<file path="src/rtl/req_grant_pkg.sv">
// Shared types and helpers for the multi-channel request/grant responder.
package req_grant_pkg;

    localparam int CHN_MAX = 16;
    localparam int PICK_W  = 4;

    typedef enum logic [1:0] {
        IDLE  = 2'd0,
        WAIT  = 2'd1,
        GRANT = 2'd2
    } rg_state_e;

    function automatic int idx_w(input int n);
        return (n > 1) ? $clog2(n) : 1;
    endfunction

    // First set request at or above ptr, wrapping modulo n.
    function automatic logic [PICK_W-1:0] rr_pick(
        input logic [CHN_MAX-1:0] req,
        input logic [PICK_W-1:0]  ptr,
        input int                 n
    );
        logic [PICK_W-1:0] r;
        logic              found;
        int                j;
        r     = ptr;
        found = 1'b0;
        for (int i = 0; i < CHN_MAX; i++) begin
            j = int'(ptr) + i;
            if (j >= n) j = j - n;
            if (!found && i < n && req[j[PICK_W-1:0]]) begin
                r     = j[PICK_W-1:0];
                found = 1'b1;
            end
        end
        return r;
    endfunction

endpackage

</file>
<file path="src/rtl/req_grant_pld_fifo.sv">
// Synchronous payload FIFO with occupancy count; no push-to-pop bypass.
module req_grant_pld_fifo
    import req_grant_pkg::*;
#(
    parameter  int W     = 32,
    parameter  int DEPTH = 4,
    localparam int AW    = $clog2(DEPTH),
    localparam int CW    = AW + 1
) (
    input  logic          clk,
    input  logic          rst,
    input  logic          i_push,
    input  logic [W-1:0]  i_data,
    input  logic          i_pop,
    output logic [W-1:0]  o_head,
    output logic          o_full,
    output logic          o_empty,
    output logic [CW-1:0] o_cnt
);

    logic [W-1:0]  r_mem [DEPTH];
    logic [AW-1:0] r_wr;
    logic [AW-1:0] r_rd;
    logic [CW-1:0] r_cnt;
    logic          w_push;
    logic          w_pop;

    assign o_full  = (r_cnt == CW'(DEPTH));
    assign o_empty = (r_cnt == '0);
    assign o_cnt   = r_cnt;
    assign o_head  = r_mem[r_rd];
    assign w_push  = i_push & ~o_full;
    assign w_pop   = i_pop & ~o_empty;

    always_ff @(posedge clk) begin
        if (w_push) r_mem[r_wr] <= i_data;
    end

    always_ff @(posedge clk) begin
        if (rst) begin
            r_wr  <= '0;
            r_rd  <= '0;
            r_cnt <= '0;
        end else begin
            if (w_push) r_wr <= r_wr + AW'(1);
            if (w_pop)  r_rd <= r_rd + AW'(1);
            r_cnt <= r_cnt + CW'(w_push) - CW'(w_pop);
        end
    end

endmodule

</file>
<file path="src/rtl/req_grant_responder_mc.sv">
// Round-robin multi-channel grant responder with per-channel grant latency.
module req_grant_responder_mc
    import req_grant_pkg::*;
#(
    parameter  int CHN_N         = 4,
    parameter  int PAYLOAD_WIDTH = 32,
    parameter  int FIFO_DEPTH    = 4,
    parameter  int WAIT_W        = 3,
    localparam int IDX_W         = idx_w(CHN_N),
    localparam int CW            = $clog2(FIFO_DEPTH) + 1
) (
    input  logic                      clk,
    input  logic                      rst,
    input  logic [PAYLOAD_WIDTH-1:0]  pld_in,
    input  logic                      pld_in_vld,
    output logic                      pld_in_rdy,
    output logic [CW-1:0]             fifo_cnt,
    input  logic [CHN_N*WAIT_W-1:0]   wait_cfg,
    input  logic [CHN_N-1:0]          req,
    output logic [CHN_N-1:0]          grant,
    output logic [IDX_W-1:0]          grant_id,
    output logic [PAYLOAD_WIDTH-1:0]  payload
);

    rg_state_e          r_state;
    logic [IDX_W-1:0]   r_sel;
    logic [WAIT_W-1:0]  r_cnt;
    logic [IDX_W-1:0]   r_rr_ptr;

    logic [PAYLOAD_WIDTH-1:0] w_head;
    logic                     w_full;
    logic                     w_empty;
    logic                     w_arb;
    logic [IDX_W-1:0]         w_win;
    logic [WAIT_W-1:0]        w_k;
    logic                     w_pop;

    function automatic logic [IDX_W-1:0] f_nxt(input logic [IDX_W-1:0] i);
        return (int'(i) == CHN_N - 1) ? '0 : i + IDX_W'(1);
    endfunction

    req_grant_pld_fifo #(
        .W     (PAYLOAD_WIDTH),
        .DEPTH (FIFO_DEPTH)
    ) u_fifo (
        .clk     (clk),
        .rst     (rst),
        .i_push  (pld_in_vld & pld_in_rdy & ~rst),
        .i_data  (pld_in),
        .i_pop   (w_pop),
        .o_head  (w_head),
        .o_full  (w_full),
        .o_empty (w_empty),
        .o_cnt   (fifo_cnt)
    );

    assign pld_in_rdy = ~w_full;
    assign w_arb = (r_state == IDLE) & ~w_empty & (|req) & ~rst;
    assign w_win = IDX_W'(rr_pick(CHN_MAX'(req), PICK_W'(r_rr_ptr), CHN_N));
    assign w_k   = wait_cfg[int'(w_win)*WAIT_W +: WAIT_W];

    // Zero-latency grants fire straight out of IDLE; others wait for GRANT.
    always_comb begin
        grant    = '0;
        grant_id = '0;
        if (w_arb && w_k == '0) begin
            grant    = CHN_N'(1) << w_win;
            grant_id = w_win;
        end else if (!rst && r_state == GRANT && req[r_sel]) begin
            grant    = CHN_N'(1) << r_sel;
            grant_id = r_sel;
        end
    end

    assign w_pop   = |grant;
    assign payload = w_pop ? w_head : '0;

    always_ff @(posedge clk) begin
        if (rst) begin
            r_state  <= IDLE;
            r_sel    <= '0;
            r_cnt    <= '0;
            r_rr_ptr <= '0;
        end else begin
            case (r_state)
                IDLE: begin
                    if (w_arb) begin
                        if (w_k == '0) begin
                            r_rr_ptr <= f_nxt(w_win);
                        end else if (w_k == WAIT_W'(1)) begin
                            r_sel   <= w_win;
                            r_state <= GRANT;
                        end else begin
                            r_sel   <= w_win;
                            r_cnt   <= w_k - WAIT_W'(2);
                            r_state <= WAIT;
                        end
                    end
                end
                WAIT: begin
                    if (!req[r_sel])        r_state <= IDLE;
                    else if (r_cnt == '0)   r_state <= GRANT;
                    else                    r_cnt   <= r_cnt - WAIT_W'(1);
                end
                GRANT: begin
                    if (req[r_sel]) r_rr_ptr <= f_nxt(r_sel);
                    r_state <= IDLE;
                end
                default: r_state <= IDLE;
            endcase
        end
    end

endmodule

</file>
<file path="config.mk">
export PLATFORM = sky130hd
export DESIGN_NAME = req_grant_responder_mc
export DESIGN_NICKNAME = d
export VERILOG_FILES = /design/src/rtl/req_grant_pkg.sv /design/src/rtl/req_grant_pld_fifo.sv /design/src/rtl/req_grant_responder_mc.sv
export SDC_FILE = /design/constraint.sdc
export NUM_CORES = 1
export LEC_CHECK = 0
export CORE_ASPECT_RATIO = 1.5
export CORE_MARGIN = 2
export CORE_UTILIZATION = 43
export CTS_CLUSTER_DIAMETER = 200
export DETAILED_ROUTE_END_ITERATION = 10
export PLACE_DENSITY = 0.65
export SETUP_SLACK_MARGIN = 0.4
export SKIP_LAST_GASP = 1
export SYNTH_ARGS = -nofsm -noshare
export SYNTH_HDL_FRONTEND = slang
export SYNTH_SLANG_ARGS = --single-unit
</file>
<file path="constraint.sdc">
create_clock -name clk -period 14.5 [get_ports clk]
set_clock_uncertainty 0.15 [all_clocks]
set_input_delay 2.175 -clock clk [delete_from_list [all_inputs] [get_ports clk]]
set_output_delay 2.175 -clock clk [all_outputs]
set_load 0.02 [all_outputs]
</file>
* Word level (Yosys, flattened, before mapping) *
Memory sizes are Yosys's and may differ from the RTL's. A register that Yosys moved wholly into a read port is not among the register bits.
Cells that the tools add are included.

cells by class
  $add $sub $neg = 15
  $mul = 1
  $lt $le $gt $ge = 9
  eq/ne operators = 14
  shift operators = 3
  multiplexer cells = 48
  bitwise operators = 11
  reduce and logical (&&, ||, !) cells = 22

operators by type and width
  operator                                                                       number
  2-bit 2-to-1 mux                                                               18
  32-bit 2-to-1 mux                                                              1
  4-bit 2-to-1 mux                                                               6
  4-bit by 5-bit less-than comparator with 1-bit output (second input constant)  4
  1-bit binary-select mux with 4-bit select                                      4
  3-bit 2-to-1 mux                                                               5
  12-bit by 5-bit indexed part select with 3-bit output                          1
  3-bit by 3-bit subtractor with 4-bit output (second input constant)            3
  1-bit 2-to-1 mux                                                               10
  2-bit inequality test (second input constant)                                  5
  3-bit >= comparator (second input constant)                                    3
  3-bit zero test                                                                3
  2-bit by 1-bit adder with 2-bit output (second input constant)                 4
  2-bit case mux with 2 select lines                                             2
  4-bit OR reduction                                                             2
  1-bit by 2-bit left shift with 4-bit output (first input constant)             2
  1-bit AND                                                                      7
  2-bit by 2-bit adder with 3-bit output (second input constant)                 2
  2-bit by 1-bit == test with 1-bit output (second input constant)               3
  1-bit logical AND                                                              6
  3-bit case mux with 2 select lines                                             1
  3-bit AND reduction                                                            2
  6-bit AND reduction                                                            1
  1-bit zero test                                                                4
  other kinds (19)                                                               24

word-level totals
  register bits after elaboration = 16
  RAM bits = 128
  input bits = 51
  output and inout port bits = 42
  logic and storage cells = 131
  memories kept = 1

memory list
  name          words  bits a word  read ports  clocked after Yosys merged registers in  write ports  line                      text
  u_fifo.r_mem  4      32           1           1                                        1            req_grant_pld_fifo.sv:21  logic [W-1:0] r_mem [DEPTH];

* Depth between registers and ports, before layout *
Gate-level depths: netlist (run 1).

  depth after elaboration = 23
  gate-level depth with buffers = 22
  depth with buffers taken out = 18

* Cells and area by module *
From an unflattened synthesis (run 1), not the netlist that was laid out.

unflattened totals
  cells, all modules = 406
  area, all modules = 6697.7 sq um

by module, submodules not included
  module                  instances  cells an instance  area an instance (sq um)  sequential area each (sq um)
  req_grant_pld_fifo      1          218                5132.4                    4023.9
  req_grant_responder_mc  1          188                1565.3                    180.2

* Worst setup path after synthesis (run 1) *
Ideal clock, no wire load.

  path type = input-to-output
  start point = input port req[3]
  end point = output port payload[0]
  arrival time = 4.989 ns
  required time = 12.175 ns
  path slack = 7.186 ns
  stages = 13
  path buffers = 4
  cells stage by stage = buf_2 mux4_2 and3_1 a221oi_2 and2_1 buf_6 buf_6 inv_1 ha_1 nor4_1 o21a_1 buf_2 nor2b_1

between the ends
  cells in the longest elaborated chain, start to end = 19
  elaborated cells between the ends (all ways) = 36
  those cells by class = 1 x mul; 2 x shift; 20 x mux; 2 x bitwise; 11 x reduce/logical

RTL lines
  what                                                   line                          text
  start: declaration                                     req_grant_responder_mc.sv:19  input logic [CHN_N-1:0] req,
  1-bit binary-select mux with 4-bit select              req_grant_pkg.sv:31           if (!found && i < n && req[j[PICK_W-1:0]]) begin
  1-bit 2-to-1 mux (not written as such)                 req_grant_pkg.sv:31
  1-bit 2-to-1 mux                                       req_grant_pkg.sv:31
  1-bit zero test                                        req_grant_pkg.sv:31
  1-bit logical AND                                      req_grant_pkg.sv:31
  1-bit 2-to-1 mux                                       req_grant_pkg.sv:31
  1-bit zero test                                        req_grant_pkg.sv:31
  1-bit logical AND                                      req_grant_pkg.sv:31
  [4 not listed]                                         n/a
  net w_win[0]                                           req_grant_responder_mc.sv:34  logic [IDX_W-1:0] w_win;
  2-bit by 2-bit multiplier with 4-bit output            req_grant_responder_mc.sv:60  assign w_k = wait_cfg[int'(w_win)*WAIT_W +: WAIT_W];
  12-bit by 5-bit indexed part select with 3-bit output  req_grant_responder_mc.sv:60
  3-bit zero test                                        req_grant_responder_mc.sv:66  if (w_arb && w_k == '0) begin
  1-bit logical AND                                      req_grant_responder_mc.sv:66
  4-bit 2-to-1 mux *                                     req_grant_responder_mc.sv:66
  4-bit OR reduction *                                   req_grant_responder_mc.sv:75  assign w_pop = |grant;
  32-bit 2-to-1 mux *                                    req_grant_responder_mc.sv:76  assign payload = w_pop ? w_head : '0;
  end: declaration                                       req_grant_responder_mc.sv:22  output logic [PAYLOAD_WIDTH-1:0] payload

The timed path passes the listed nets; every way through them passes the cells marked *. The select of a mux whose other input is x is not followed.

* Worst setup path after layout (run 1) *
  start point = input port req[3]
  end point = output port payload[24]

The elaborated chain is that of the path after synthesis.

==> results.cfg, run 1 <==
[floorplanning]
die_h_um = 157.3
initial_core_util = 0.4350
die_x_um = 106.2
dieArea_mm2 = 0.01670
core_area_mm2 = 0.01548
ios = 93
rows = 56

[grt]
grt_max_degree = 34
grt_first_pass_wirelength_um = 21890
grt_pass1_vias = 4286
grt_overflow = 0
antenna_found_initial = 0
track_usage = 0.1723

[setup_path]
crit_type = primary input to output port
critPathRequiredTime_ns = 12.18
reg2reg_to = u_fifo.o_cnt[2]$_SDFF_PP0_
cp.arrival_ns = 7.09
crit_fanout = 33
reg2reg_slack_ns = 8.27
critPathCaptureType = output port
crit_path_start_kind = primary input
reg2reg_from = r_rr_ptr[0]$_SDFFE_PP0P_
reg2reg_depth = 17

[yosys]
synth_ff_type = edfxtp_1
synth_cell_types = 55
yosys_warnings = 0
yosys.area.top_type = edfxtp_1
synth_edf_count = 128
synthTopCellsByCount = edfxtp_1 (128), nor2b_1 (38), mux4_2 (34), ha_1 (21), nor2_1 (21)
netlist_area_mm2 = 0.006736
yosysTopAreaCellShare = 0.5706
ys_seq_area_frac = 0.6241
async_flop_share = 0
avgSynthCellArea_um2 = 16.04
yosys-top-cells-area = edfxtp_1 (57%), mux4_2 (11%), dfxtp_1 (5.3%), ha_1 (3.9%), nor2b_1 (3.5%)
synth-seq-cells = 146
synthMostInstantiatedCell = edfxtp_1
netlist_instances = 420
synth_nets = 493

[cts]
numCtsBuffers = 17
cts_max_level = 4
clockRootBuffer = clkbuf_16
cts_tree = yes
clk_latency_ns = 0.41
cts_setup_buffers = 0
path_clk_slew_ns = 0.06
ctsHoldBuffers = 0
cts_buffer_depth = 2
ctsResizeCount = 0
cts_sinks = 146

[pwr]
p_seq_frac = 0.416
pwr_density_cell_mw_per_mm2 = 146.4
switching_power_mw = 0.3446
internal_power_mw = 0.8854
ir_drop_uv = 111.6
p_comb_frac = 0.238
swShare = 0.2802
p_clk_frac = 0.346
power_leakage_nw = 2.770

[hold_path]
min_from = r_cnt[1]$_SDFFE_PP0P_
hold_class = register to register
hold_path_end = r_cnt[1]$_SDFFE_PP0P_
hold-path-cell-count = 2

[cells_and_area]
seqCellArea_mm2 = 0.004207
multi_input_area_mm2 = 0.002345
antenna_cells = 0
fillers = 1220
final_nets = 587
synthToLayoutAreaGrowth_pct = 24.74
drive_gt1_frac = 0.1730

[run_status]
outcome = finished clean

[timing]
finalSetupViolCount = 0
period_needed_ns = 9.420
setup_ws_ns = 5.080
period_share = 0.6496
rsz0062_at_grt = no
worstMarginPinSlew_ns = 0.9358
slew_violations = 0
maxSlewHeadroom = 0.3762
tns_ns = 0
fmax_mhz = 106.2
finalHoldViolCount = 0

[detailed_routing]
ant_nets = 0
num_vias = 3935
route.detailed.drc = 0
drt_iter0_drc = 225
wirelength_um = 13710
wl_per_cell_um = 18.80
first_pass_iters = 4
viasPerCell = 5.398

[placed_design]
post-place-ws_ns = 5.068
io_buffer_count = 92
dp_hpwl_um = 8752
globalplace.congestion = 0.8142

[run]
cap_viol_max_count = 0
[cell usage in the layout (no fill, tap or decap), types with 9 or more instances in the layout]
cell / Yosys / layout
clkbuf_16: 0 / 17
nand3_1: 9 / 9
ha_1: 21 / 21
nor2b_1: 38 / 38
inv_1: 17 / 17
mux4_2: 34 / 34
nor2_1: 21 / 21
nand2_1: 9 / 9
dfxtp_1: 18 / 16
mux2i_1: 9 / 9
clkdlybuf4s50_1: 0 / 92
edfxtp_1: 128 / 128
[worst max-delay path by stage]
stage,startpoint,to,depth (start not counted)
3_3_place_gp,req[3],payload[24],11
5_1_grt,req[3],payload[24],11
6_report,req[3],payload[24],11
2_1_floorplan,req[3],payload[0],13
4_1_cts,req[3],payload[24],11
3_5_place_dp,req[3],payload[24],11
[cell type report]
type | instances | area share
clock buffers | 17 | 0.05063
clock inverters | 14 | 0.01861
well taps | 203 | 0.03023
inverters | 18 | 0.009529
multi-input cells | 237 | 0.2790
repair buffers | 94 | 0.1114
flip-flops and latches | 146 | 0.5006
[power by group through the flow]
stage	Sequential (mW)	Combinational (mW)	Clock (mW)
floorplan	0.510	0.221	0
global placement	0.519	0.289	0
detailed placement	0.521	0.295	0
CTS	0.512	0.297	0.434
global route	0.515	0.321	0.450
finish	0.511	0.293	0.426
[logic make-up (layout without fill, tap and decap cells)]
kind of cell | count (synthesis) | after routing | share of synthesized area
xor gates and xnor gates | 7 | 7 | 0.009101
AOI/OAI and AO/OA | 44 | 44 | 0.05777
adders and majority gates | 22 | 22 | 0.04198
DFF | 146 | 146 | 0.6241
and+or+nand+nor | 113 | 113 | 0.09454
muxes | 51 | 51 | 0.1438
buffers and inverters | 37 | 143 | 0.02879
[through the flow]
stage          cell area (µm²)  hold slack (ns)  power [mW]  std cells  utilization
2_1_floorplan             6736           0.2780      0.7311        420            -
6_report                  8403           0.3207       1.230        729       0.5427
3_5_place_dp              7821           0.3141      0.8155        698       0.5051
5_1_grt                   8403           0.3600       1.285        729       0.5427
3_3_place_gp              7821           0.3057      0.8079        698       0.5051
4_1_cts                   8403           0.3232       1.243        729       0.5427
[sequential cells by signal (all words and copies together) (netlist names), named ones only]
| name | flops |
|---|---|
| r_rr_ptr | 2 |
| u_fifo.r_mem | 128 |
| u_fifo.o_cnt | 3 |
| r_state | 2 |
| r_sel | 2 |
| r_cnt | 3 |
| u_fifo.r_rd | 2 |
| u_fifo.r_wr | 2 |
[critical path, cell delays in order]
cell and delay, ns:
clkdlybuf4s50_1 0.57, mux2_4 0.33, a222oi_1 0.54, a211o_2 0.28, and2_1 0.64, inv_1 0.19
ha_1 0.25, nor4_1 0.65, o21a_2 0.72, nor2b_1 0.16, clkdlybuf4s50_1 0.58
[routing by layer]
layer / vias up / share of wire / track usage / wire [µm]
met5: - / 0 / 0 / 0
met4: 0 / 0.011 / 0.05326 / 150
met3: 12 / 0.043 / 0.04679 / 589
met2: 100 / 0.55 / 0.3178 / 7486
met1: 2007 / 0.40 / 0.1924 / 5478
li1: 1816 / - / - / -
Power figures use the tool's default switching activity.
==> run 2, diff against run 1 <==
Settings changed: PLACE_DENSITY 0.65 to 0.68.
Clock period 14.5 ns to 7.6 ns, I/O delays scaled along.
==> run 2 against run 1 <==
  * Worst setup slack lost 4.3 ns
  * Flip-flop and latch count stayed put
  * Sequential share of layout area fell by 0.22 points
  * Clock power is 99% higher
  * Largest power group unchanged
  * Highest routed layer unchanged
==> results.cfg, run 2 (synthesized netlist as in run 1, its figures left out) <==
[timing]
maxSlewHeadroom = 0.3863
rsz0062_at_grt = no
setup_ws_ns = 0.7851
worstMarginPinSlew_ns = 0.9205
finalSetupViolCount = 0
finalHoldViolCount = 0
slew_violations = 0
fmax_mhz = 146.7
tns_ns = 0
period_needed_ns = 6.815
period_share = 0.8967

[cells_and_area]
final_common_cell = edfxtp_1
drive_gt1_frac = 0.1739
multi_input_area_mm2 = 0.002345
synthToLayoutAreaGrowth_pct = 25.28
fillers = 1227
seqCellArea_mm2 = 0.004207
fin_util = 0.5450
layout_common_cells = edfxtp_1 (128), clkdlybuf4s50_1 (92), nor2b_1 (38)
regMostFlops = u_fifo.r_mem
antenna_cells = 0
final_nets = 589
largest_reg_flops = 128
fin_area_mm2 = 0.008439

[placed_design]
io_buffer_count = 92
post-place-ws_ns = 0.6740
dp_hpwl_um = 8676
globalplace.congestion = 0.8470
placed_area_mm2 = 0.007835

[grt]
grt_first_pass_wirelength_um = 21200
grt_max_degree = 33
grt_pass1_vias = 4167
antenna_found_initial = 0
grt_overflow = 0
track_usage = 0.1688

[setup_path]
crit_path_start_kind = primary input
crit_type = primary input to output port
crit_slowest_cell = nor4_1
critPathCaptureType = output port
reg2reg_slack_ns = 1.74
crit_chain = clkdlybuf4s50_1 -> mux4_2 -> nor2b_1 -> a211oi_1 -> a2bb2oi_1 -> a31o_1 -> clkinv_8 -> ha_1 -> nor4_1 -> o21a_1 -> buf_4 -> nor2b_1 -> clkdlybuf4s50_1
crit_fanout = 16
critPathRequiredTime_ns = 6.31
cpPeakStageDelay_ns = 0.59
cp.arrival_ns = 5.52

[pwr]
power_leakage_nw = 2.787
pwr_density_cell_mw_per_mm2 = 282.1
ir_drop_uv = 225.9
p_total_mw = 2.380

[cts]
clockRootBuffer = clkbuf_16
cts_tree = yes
cts_max_level = 4
cts_buffer_depth = 2
cts_sinks = 146
clk_latency_ns = 0.41
numCtsBuffers = 17
path_clk_slew_ns = 0.06

[floorplanning]
rows = 56
dieArea_mm2 = 0.01670
core_area_mm2 = 0.01548
ios = 93
initial_core_util = 0.4350
die_x_um = 106.2
die_h_um = 157.3

[detailed_routing]
first_pass_iters = 4
drt_iter0_drc = 172
wl_per_cell_um = 18.23
viasPerCell = 5.374
num_vias = 3934
ant_nets = 0
wirelength_um = 13340
route.detailed.drc = 0

[run_status]
outcome = finished clean

[hold_path]
hold_class = register to register

[run]
cap_viol_max_count = 0
-- run 2: where the power goes --
part	switching [mW]	internal (mW)
clock	0.328	0.521
sequential	0.0406	0.934
combinational	0.287	0.271
total	0.655	1.73
-- run 2: repair_timing --
action | CTS | global route
hold buffers | 0 | 0
endpoints found under the setup margin | 0 | 22
buffers inserted | 0 | 0
resized for setup | 0 | 1
-- run 2: cell type report --
class	count	share of cell area
inverters	18	0.009489
well taps	203	0.03010
flip-flops and latches	146	0.4984
multi-input cells	237	0.2778
clock buffers	18	0.05085
clock inverters	14	0.02061
repair buffers	96	0.1127
-- run 2: metal layers --
metal  wire, µm  up-vias  track usage
li1           -     1826            -
met1       5325     1968       0.1860
met2       6982      122       0.3062
met3        756       18      0.04389
met4        277        0      0.07080
met5          0        -            0
-- run 2: metrics by stage --
step | hold WS [ns] | cells
global placement | 0.3005 | 700
CTS | 0.3103 | 732
floorplan | 0.2780 | 420
global route | 0.3498 | 732
finish | 0.3044 | 732
detailed placement | 0.3014 | 700
-- run 2: final timing paths --
kind | start | to | depth (start not counted)
max | req[3] | payload[8] | 13
min | r_state[1]$_SDFFE_PP0P_ | r_state[1]$_SDFFE_PP0P_ | 1
max reg2reg | r_rr_ptr[0]$_SDFFE_PP0P_ | u_fifo.o_cnt[2]$_SDFF_PP0_ | 19
min reg2reg | r_state[1]$_SDFFE_PP0P_ | r_state[1]$_SDFFE_PP0P_ | 1
-- run 2: worst max-delay path, delay by kind of cell --
family / cells / cell delay [ns]
adder cells (fa/ha/maj): 1 / 0.26
AO/OA/AOI/OAI: 4 / 1.16
multiplexers: 1 / 0.54
buffers and inverters: 4 / 1.52
AND/OR/NAND/NOR: 3 / 0.88
